`src/rtl/pipe_ctrl_if.sv`:
```
// Control bus between the pipeline stages and the PC-sequencing controller.
// The counter signals exist only when PIPE_CTRL_PERF_CNT_EN is defined.
interface pipe_ctrl_if;
  logic        load_use;
  logic        br_taken;
  logic [31:0] br_target;
  logic        syscall_wb;
  logic        resume;
  logic        halt;
  logic        pc_bj;
  logic [31:0] pc_src;
  logic        nop_lock_id;
  logic        flush_if_id;
  logic        flush_id_ex;
`ifdef PIPE_CTRL_PERF_CNT_EN
  logic [31:0] cycle_cnt;
  logic [31:0] stall_cnt;
  logic [15:0] redirect_cnt;
`endif

  // Pipeline side: raises events, consumes PC control.
  modport master (
    output load_use, br_taken, br_target, syscall_wb, resume,
    input  halt, pc_bj, pc_src, nop_lock_id, flush_if_id, flush_id_ex
`ifdef PIPE_CTRL_PERF_CNT_EN
    , input cycle_cnt, stall_cnt, redirect_cnt
`endif
  );

  // Controller side.
  modport slave (
    input  load_use, br_taken, br_target, syscall_wb, resume,
    output halt, pc_bj, pc_src, nop_lock_id, flush_if_id, flush_id_ex
`ifdef PIPE_CTRL_PERF_CNT_EN
    , output cycle_cnt, stall_cnt, redirect_cnt
`endif
  );
endinterface

```
`src/rtl/pipe_ctrl.sv`:
```
// PC-sequencing and hazard controller for the 5-stage pipeline.
// Priority per cycle: syscall_wb > br_taken > load_use. Outputs are
// combinational from state and current inputs.
// Optional performance counters: define PIPE_CTRL_PERF_CNT_EN.
module pipe_ctrl #(
  parameter int LU_STALL = 1
) (
  input logic        clk,
  input logic        rst,
  pipe_ctrl_if.slave bus
);
  typedef enum logic [1:0] {RUN, STALL, HALTED} state_t;

  // First stall cycle is spent in RUN, so STALL covers LU_STALL-1 cycles.
  localparam logic [2:0] SCNT_INIT = (LU_STALL > 1) ? 3'(LU_STALL - 2) : 3'd0;

  state_t     state, nstate;
  logic [2:0] scnt, nscnt;
  logic       halt_c, pc_bj_c, nop_c, fif_c, fie_c;

  // State and stall counter register.
  always_ff @(posedge clk) begin
    if (rst) begin
      state <= RUN;
      scnt  <= 3'd0;
    end else begin
      state <= nstate;
      scnt  <= nscnt;
    end
  end

  // Next-state and PC control decode.
  always_comb begin
    nstate  = state;
    nscnt   = scnt;
    halt_c  = 1'b0;
    pc_bj_c = 1'b0;
    nop_c   = 1'b0;
    fif_c   = 1'b0;
    fie_c   = 1'b0;
    case (state)
      RUN, STALL: begin
        if (bus.syscall_wb) begin
          halt_c = 1'b1;
          nstate = HALTED;
        end else if (bus.br_taken) begin
          // A concurrent load_use is dropped: its instruction is squashed.
          pc_bj_c = 1'b1;
          fif_c   = 1'b1;
          fie_c   = 1'b1;
          nstate  = RUN;
        end else if (state == STALL) begin
          nop_c = 1'b1;
          fie_c = 1'b1;
          if (scnt == 3'd0) nstate = RUN;
          else              nscnt  = scnt - 3'd1;
        end else if (bus.load_use) begin
          nop_c = 1'b1;
          fie_c = 1'b1;
          if (LU_STALL > 1) begin
            nstate = STALL;
            nscnt  = SCNT_INIT;
          end
        end
      end
      HALTED: begin
        halt_c = 1'b1;
        if (bus.resume) nstate = RUN;
      end
      default: nstate = RUN;
    endcase
  end

  assign bus.halt        = halt_c;
  assign bus.pc_bj       = pc_bj_c;
  assign bus.pc_src      = pc_bj_c ? bus.br_target : 32'd0;
  assign bus.nop_lock_id = nop_c;
  assign bus.flush_if_id = fif_c;
  assign bus.flush_id_ex = fie_c;

`ifdef PIPE_CTRL_PERF_CNT_EN
  logic [31:0] cycle_q, stall_q;
  logic [15:0] redir_q;

  // Free-running event counters, wrapping at their width.
  always_ff @(posedge clk) begin
    if (rst) begin
      cycle_q <= 32'd0;
      stall_q <= 32'd0;
      redir_q <= 16'd0;
    end else begin
      if (!halt_c) cycle_q <= cycle_q + 32'd1;
      if (nop_c)   stall_q <= stall_q + 32'd1;
      if (pc_bj_c) redir_q <= redir_q + 16'd1;
    end
  end

  assign bus.cycle_cnt    = cycle_q;
  assign bus.stall_cnt    = stall_q;
  assign bus.redirect_cnt = redir_q;
`endif
endmodule

```
`src/flat_wrapper.sv`:
```
// flat-port wrapper written by rule: the top's interface ports become plain ports
module pipe_ctrl_flat 
#(
  parameter int LU_STALL = 1
)
  (clk, rst, bus_load_use, bus_br_taken, bus_br_target, bus_syscall_wb, bus_resume, bus_halt, bus_pc_bj, bus_pc_src, bus_nop_lock_id, bus_flush_if_id, bus_flush_id_ex);
  pipe_ctrl_if bus_i ();
  input logic clk;
  input logic rst;
  input wire logic [$bits(bus_i.load_use)-1:0] bus_load_use;
  input wire logic [$bits(bus_i.br_taken)-1:0] bus_br_taken;
  input wire logic [$bits(bus_i.br_target)-1:0] bus_br_target;
  input wire logic [$bits(bus_i.syscall_wb)-1:0] bus_syscall_wb;
  input wire logic [$bits(bus_i.resume)-1:0] bus_resume;
  output wire logic [$bits(bus_i.halt)-1:0] bus_halt;
  output wire logic [$bits(bus_i.pc_bj)-1:0] bus_pc_bj;
  output wire logic [$bits(bus_i.pc_src)-1:0] bus_pc_src;
  output wire logic [$bits(bus_i.nop_lock_id)-1:0] bus_nop_lock_id;
  output wire logic [$bits(bus_i.flush_if_id)-1:0] bus_flush_if_id;
  output wire logic [$bits(bus_i.flush_id_ex)-1:0] bus_flush_id_ex;
  assign bus_i.load_use = bus_load_use;
  assign bus_i.br_taken = bus_br_taken;
  assign bus_i.br_target = bus_br_target;
  assign bus_i.syscall_wb = bus_syscall_wb;
  assign bus_i.resume = bus_resume;
  assign bus_halt = bus_i.halt;
  assign bus_pc_bj = bus_i.pc_bj;
  assign bus_pc_src = bus_i.pc_src;
  assign bus_nop_lock_id = bus_i.nop_lock_id;
  assign bus_flush_if_id = bus_i.flush_if_id;
  assign bus_flush_id_ex = bus_i.flush_id_ex;
  pipe_ctrl #(.LU_STALL(LU_STALL)) u_core (.clk(clk), .rst(rst), .bus(bus_i));
endmodule
```
`config.mk`:
```
export PLATFORM = sky130hd
export DESIGN_NAME = pipe_ctrl_flat
export DESIGN_NICKNAME = d
export VERILOG_FILES = /design/src/rtl/pipe_ctrl_if.sv /design/src/rtl/pipe_ctrl.sv /design/src/flat_wrapper.sv
export SDC_FILE = /design/constraint.sdc
export NUM_CORES = 1
export LEC_CHECK = 0
export CORE_MARGIN = 4
export CORE_UTILIZATION = 15
export DETAILED_ROUTE_END_ITERATION = 16
export PLACE_DENSITY_LB_ADDON = 0.08
export SYNTH_ARGS = -nofsm -noshare
export SYNTH_HDL_FRONTEND = slang
export SYNTH_SLANG_ARGS = --single-unit
```
`constraint.sdc`:
```
create_clock -name clk -period 1.1 [get_ports clk]
set_input_delay 0.165 -clock clk [delete_from_list [all_inputs] [get_ports clk]]
set_output_delay 0.165 -clock clk [all_outputs]
set_load 0.005 [all_outputs]
```
==> impl_metrics.ini, run 1 <==
[setup_path]
worstPathArrival_ns = 1.16
crit_buf_inv = 4
worst_setup_path_start_kind = flop
path_cells = nor3b_4 > buf_6 > buf_6 > buf_16 > and2_4 > buf_6
r2r-start = u_core.state[1]
timing.rr.end = u_core.state[1]
cp_common_cell = buf_6
slowest_delay_ns = 0.32
reg2regPathDepth = 3
worstSetupPathType = flop to primary output
end_kind = primary output
worstPathRequired_ns = 0.94
critical_path.slowest_cell = dfxtp_2
ff2ff_setup_slack_ns = 0.16
critPathMaxFanout = 6
crit_family = buffers and inverters

[logic_synthesis]
netlist_instances = 44
async_reset_ff_share_pct = 0
synth-seq-area-share_pct = 6.107
synth-edff-count = 0
syn_area_per_cell_um2 = 7.450
synth-seq-cells = 1
yosysWarnings = 0
ys.flop_type = dfxtp_1
synth_top_area_share_pct = 40.08
yosys-top-cells-area = and2_1 (40%), and2_2 (27%), buf_6 (10%)
synthesis.area_um2 = 327.8
netlist_top_cells_count = and2_1 (21), and2_2 (12), buf_6 (3)
synthDistinctLibCells = 10
synth_top_area_cell = and2_1
synth.most_common_cell = and2_1
synth_nets = 82

[power]
clkPwrFrac_pct = 0
vdd_drop_max_mv = 0.2616
power.density_nw_per_um2 = 365.2
p_switching_uw = 116.3
sw_frac_of_total_pct = 23.33
p_total_uw = 498.6
power_frac_seq_pct = 8.9
p_int_uw = 382.3
power.leakage_uw = 0.0006653
comb_power_share_pct = 91.1

[hold_path]
hold_class = flop to flop
worstHoldStart = u_core.state[1]
min_to = u_core.state[1]
hold-path-cell-count = 2

[timing]
slew_headroom_pct = 85.29
worst_pin_slew_ns = 0.2204
slew_viol_final = 0
min_period_ns = 1.323
skew_ns = 0
tns_ns = -6.099
setup_slack_ns = -0.2233
min_period_over_period_pct = 120.3
fmax_mhz = 755.7
rsz0062_at_grt = true
hold_viol_final = 0
setup_violations = 34

[cells_and_area]
layout-drive-gt1-share_pct = 66.92
top_register = u_core.state
nFillCells = 169
postLayoutCellArea_um2 = 1365
final_nets = 173
fin_util_pct = 67.51
register_area_um2 = 21.27
diodes = 0
syn_to_final_growth_pct = 316.4
largest_reg_flops = 1
top_regs = u_core.state x1
multiInputGateArea_um2 = 325.3

[job]
cap_viol_max_count = 0

[global_route]
grt_use_met3_pct = 2.180
antenna_found_initial = 0
grt_pass1_vias = 608
top_usage_layer = met2
grt_pass1_wl_mm = 2.635
met1_usage_pct = 11.74
grt-ovfl-total = 0
grt_max_degree = 7
grt_util_all_layers_pct = 11.59
grt_util_met2_pct = 24.80

[clock_tree]
clk_pin_slew_worst_paths_ns = 0
hold_buffers = 0
clk_latency_ns = 0

[placed_design]
placed_area_um2 = 1104
gp_congestion = 0.6328
place_hpwl_mm = 1.387
placement.io_buffers = 74
dp_slack_ns = -0.7897

[floorplanning]
core-area_um2 = 2022
ios = 75
die_height_um = 54.75
start_util_pct = 16.21
die_area_um2 = 2998
rows = 16
fp.dieW_um = 54.75

[drt]
drc = 0
finalWirelength_mm = 1.867
routedWlPerCell_um = 11.67
drt_iter0_drc = 2
viasPerCell = 3.819
ant_nets = 0
routed-via-count = 611
first_pass_iters = 2

[run_status]
status = complete, but fails checks
failed_checks = setup timing
-- worst reg2reg max path: stages (launching register included) --
cell	delay, ns
dfxtp_2	0.32
or2_4	0.24
buf_4	0.13
and2_1	0.13
-- metrics by stage --
| step | instances | hold slack, ns |
|---|---|---|
| floorplan | 44 | 0.3630 |
| global placement | 145 | 0.5856 |
| detailed placement | 145 | 0.6047 |
| CTS | 159 | 0.5922 |
| global route | 160 | 0.6176 |
| finish | 160 | 0.5876 |
-- timing repair --
item / CTS / global route
resized for setup: 218 / 8
setup buffers: 10 / 2
gates cloned: 4 / 0
pin swaps: 31 / 1
setup endpoints to repair: 38 / 35
hold endpoints to repair: 0 / 0
-- metal layers --
layer  share of wire (%)  vias up
li1                    -      312
met1                  29      261
met2                  57       38
met3                  14        0
met4                   0        0
met5                   0        -
-- area by class of cell --
type	count	share of cell area, %
multi-input cells	39	23.83
repair buffers	93	72.14
well taps	27	2.475
flip-flops and latches	1	1.558
-- worst max-delay path by stage --
stage / start / to / slack, ns / depth (start not counted)
2_1_floorplan: u_core.state[1] / bus_pc_src[13] / 0.02 / 3
5_1_grt: u_core.state[1] / bus_pc_src[26] / -0.29 / 6
3_5_place_dp: bus_br_taken / bus_pc_src[18] / -0.79 / 5
6_report: u_core.state[1] / bus_pc_src[12] / -0.22 / 6
3_3_place_gp: bus_br_taken / bus_pc_src[18] / -0.78 / 5
4_1_cts: u_core.state[1] / bus_pc_src[12] / -0.20 / 6
-- kinds of logic (layout without fill, tap and decap cells) --
group / count (synthesis) / count (layout) / synth area share (%)
DFF: 1 / 1 / 6.107
buffers and inverters: 4 / 93 / 12.60
AOI/OAI and AO/OA: 1 / 1 / 1.525
and+or+nand+nor: 38 / 38 / 79.78
-- cells in the final DEF, fill, tap and decap left out --
master           Yosys  final
a21oi_1              1      1
and2_1              21      5
and2_2              12      3
and2_4               0     25
buf_12               0      1
buf_16               0      3
buf_2                0     10
buf_4                1      4
buf_6                3     39
clkdlybuf4s15_1      0      1
clkdlybuf4s50_1      0     34
dfxtp_2              0      1
dlymetal6s2s_1       0      1
nor2_1               2      2
nor3b_2              0      1
nor3b_4              1      1
or2_4                0      1
-- power groups by stage --
| stage | Sequential [µW] | Combinational (µW) | Clock [µW] |
|---|---|---|---|
| 6_report | 44.4 | 454 | 0 |
| 3_5_place_dp | 43.6 | 330 | 0 |
| 5_1_grt | 45.0 | 485 | 0 |
| 4_1_cts | 44.5 | 445 | 0 |
| 3_3_place_gp | 43.4 | 327 | 0 |
| 2_1_floorplan | 42.9 | 84.4 | 0 |
No activity file was read; power rests on OpenSTA's default activity.
==> run 2, diff against run 1 <==
--- a/config.mk
+++ b/config.mk
@@ -5,7 +5,7 @@
 export SDC_FILE = /design/constraint.sdc
 export NUM_CORES = 1
 export LEC_CHECK = 0
-export CORE_MARGIN = 4
+export CORE_MARGIN = 5
 export CORE_UTILIZATION = 15
 export DETAILED_ROUTE_END_ITERATION = 16
 export PLACE_DENSITY_LB_ADDON = 0.08
==> run 2 against run 1 <==
Effect of this change: flip-flop and latch count unchanged; die area grew 7.4%; worst setup slack improved by 0.021 ns; critical path depth rose by 1; first-iteration DRC count rose to 3.0 times the previous value; the flow still finishes with violations (setup timing); via count is 5.6% lower; largest cell class unchanged; final cell count down 4.4%; core utilization down 14 points; worst hold slack worse by 0.027 ns; combinational power shrank 23%; global-route usage fell by 0.61 points.
==> impl_metrics.ini, run 2 (same netlist as run 1, synthesis figures left out) <==
[floorplanning]
die_area_um2 = 3221
start_util_pct = 15.26
ios = 75
die_height_um = 56.75
rows = 17
fp.dieW_um = 56.75
core-area_um2 = 2148

[cells_and_area]
multiInputGateArea_um2 = 294.0
layout-drive-gt1-share_pct = 52.80
register_area_um2 = 21.27
top_regs = u_core.state x1
layout_commonest_cell = clkdlybuf4s50_1
postLayoutCellArea_um2 = 1147
diodes = 0
largest_reg_flops = 1
top_register = u_core.state
nFillCells = 214
final_nets = 165
final_cell_mix = clkdlybuf4s50_1 (35), buf_6 (23), and2_1 (15), buf_2 (15), and2_4 (12)
syn_to_final_growth_pct = 250.0

[power]
power.density_nw_per_um2 = 343.5
vdd_drop_max_mv = 0.2549
p_total_uw = 394.2
power.leakage_uw = 0.0005664

[run_status]
status = complete, but fails checks
failed_checks = setup timing

[clock_tree]
clk_latency_ns = 0
clk_pin_slew_worst_paths_ns = 0
hold_buffers = 0

[global_route]
grt_pass1_wl_mm = 2.918
grt_pass1_vias = 570
grt_util_all_layers_pct = 10.98
grt_max_degree = 12
antenna_found_initial = 0
grt-ovfl-total = 0

[timing]
min_period_ns = 1.303
fmax_mhz = 767.7
setup_violations = 36
skew_ns = 0
rsz0062_at_grt = true
tns_ns = -4.139
setup_slack_ns = -0.2026
min_period_over_period_pct = 118.4
slew_viol_final = 0
worst_pin_slew_ns = 0.1754
hold_viol_final = 0
slew_headroom_pct = 88.29

[setup_path]
path_cells = nor3b_4 > buf_6 > buf_6 > buf_6 > buf_6 > and2_4 > buf_6
worstSetupPathType = flop to primary output
worst_setup_path_start_kind = flop
cp_common_cell = buf_6
critPathMaxFanout = 5
worstPathRequired_ns = 0.94
crit_buf_inv = 5
worstPathArrival_ns = 1.14
crit_family = buffers and inverters
end_kind = primary output
slowest_delay_ns = 0.31
critical_path.slowest_cell = dfxtp_2

[job]
cap_viol_max_count = 0

[drt]
drc = 0
routedWlPerCell_um = 12.10
drt_iter0_drc = 6
viasPerCell = 3.771
routed-via-count = 577
first_pass_iters = 2
finalWirelength_mm = 1.851
ant_nets = 0

[hold_path]
hold_class = input pin to primary output

[placed_design]
place_hpwl_mm = 1.430
dp_slack_ns = -0.8163
placement.io_buffers = 74
gp_congestion = 0.6561
placed_area_um2 = 1085
==> run 2: final timing paths <==
path	cells past startpoint	slack, ns	endpoint	from
setup / recovery	7	-0.20	bus_pc_src[30]	u_core.state[1]
hold / removal	3	0.56	bus_nop_lock_id	bus_br_taken
setup reg to reg	3	0.07	u_core.state[1]	u_core.state[1]
hold reg to reg	2	0.58	u_core.state[1]	u_core.state[1]
==> run 2: layout make-up <==
class                      instances  share of cell area (%)
sequential                         1                   1.854
tap                               28                   3.053
timing repair buffer              85                   69.47
multi-input combinational         39                   25.63
==> run 2: what timing repair did <==
| action | 4_1_cts | 5_1_grt |
|---|---|---|
| endpoints found under the setup margin | 38 | 37 |
| setup buffers | 5 | 0 |
| resized for setup | 166 | 8 |
| pin swaps | 15 | 1 |
| endpoints found under the hold margin | 0 | 0 |
| gates cloned | 3 | 0 |
==> run 2: power by group <==
group / leakage [µW] / internal [µW] / switching [µW]
Clock: 0 / 0 / 0
Sequential: 0.00000859 / 40.7 / 3.41
Combinational: 0.000558 / 259 / 90.7
==> run 2: metrics by stage <==
stage / instances / util (%) / hold slack, ns
6_report: 153 / 53.41 / 0.5604
5_1_grt: 153 / 53.41 / 0.5769
4_1_cts: 153 / 53.17 / 0.5882
3_5_place_dp: 145 / 50.50 / 0.6055
3_3_place_gp: 145 / 50.50 / 0.5859
2_1_floorplan: 44 / - / 0.3630
==> run 2: layer usage <==
| layer | GRT usage, % | part of all wire [%] |
|---|---|---|
| met1 | 11.59 | 34 |
| met2 | 21.95 | 54 |
| met3 | 3.678 | 11 |
| met4 | 0 | 0 |
| met5 | 0 | 0 |
==> run 2: worst min-delay path: stages <==
cell,delay [ns]
buf_6,0.08
nor3b_2,0.04
buf_2,0.12
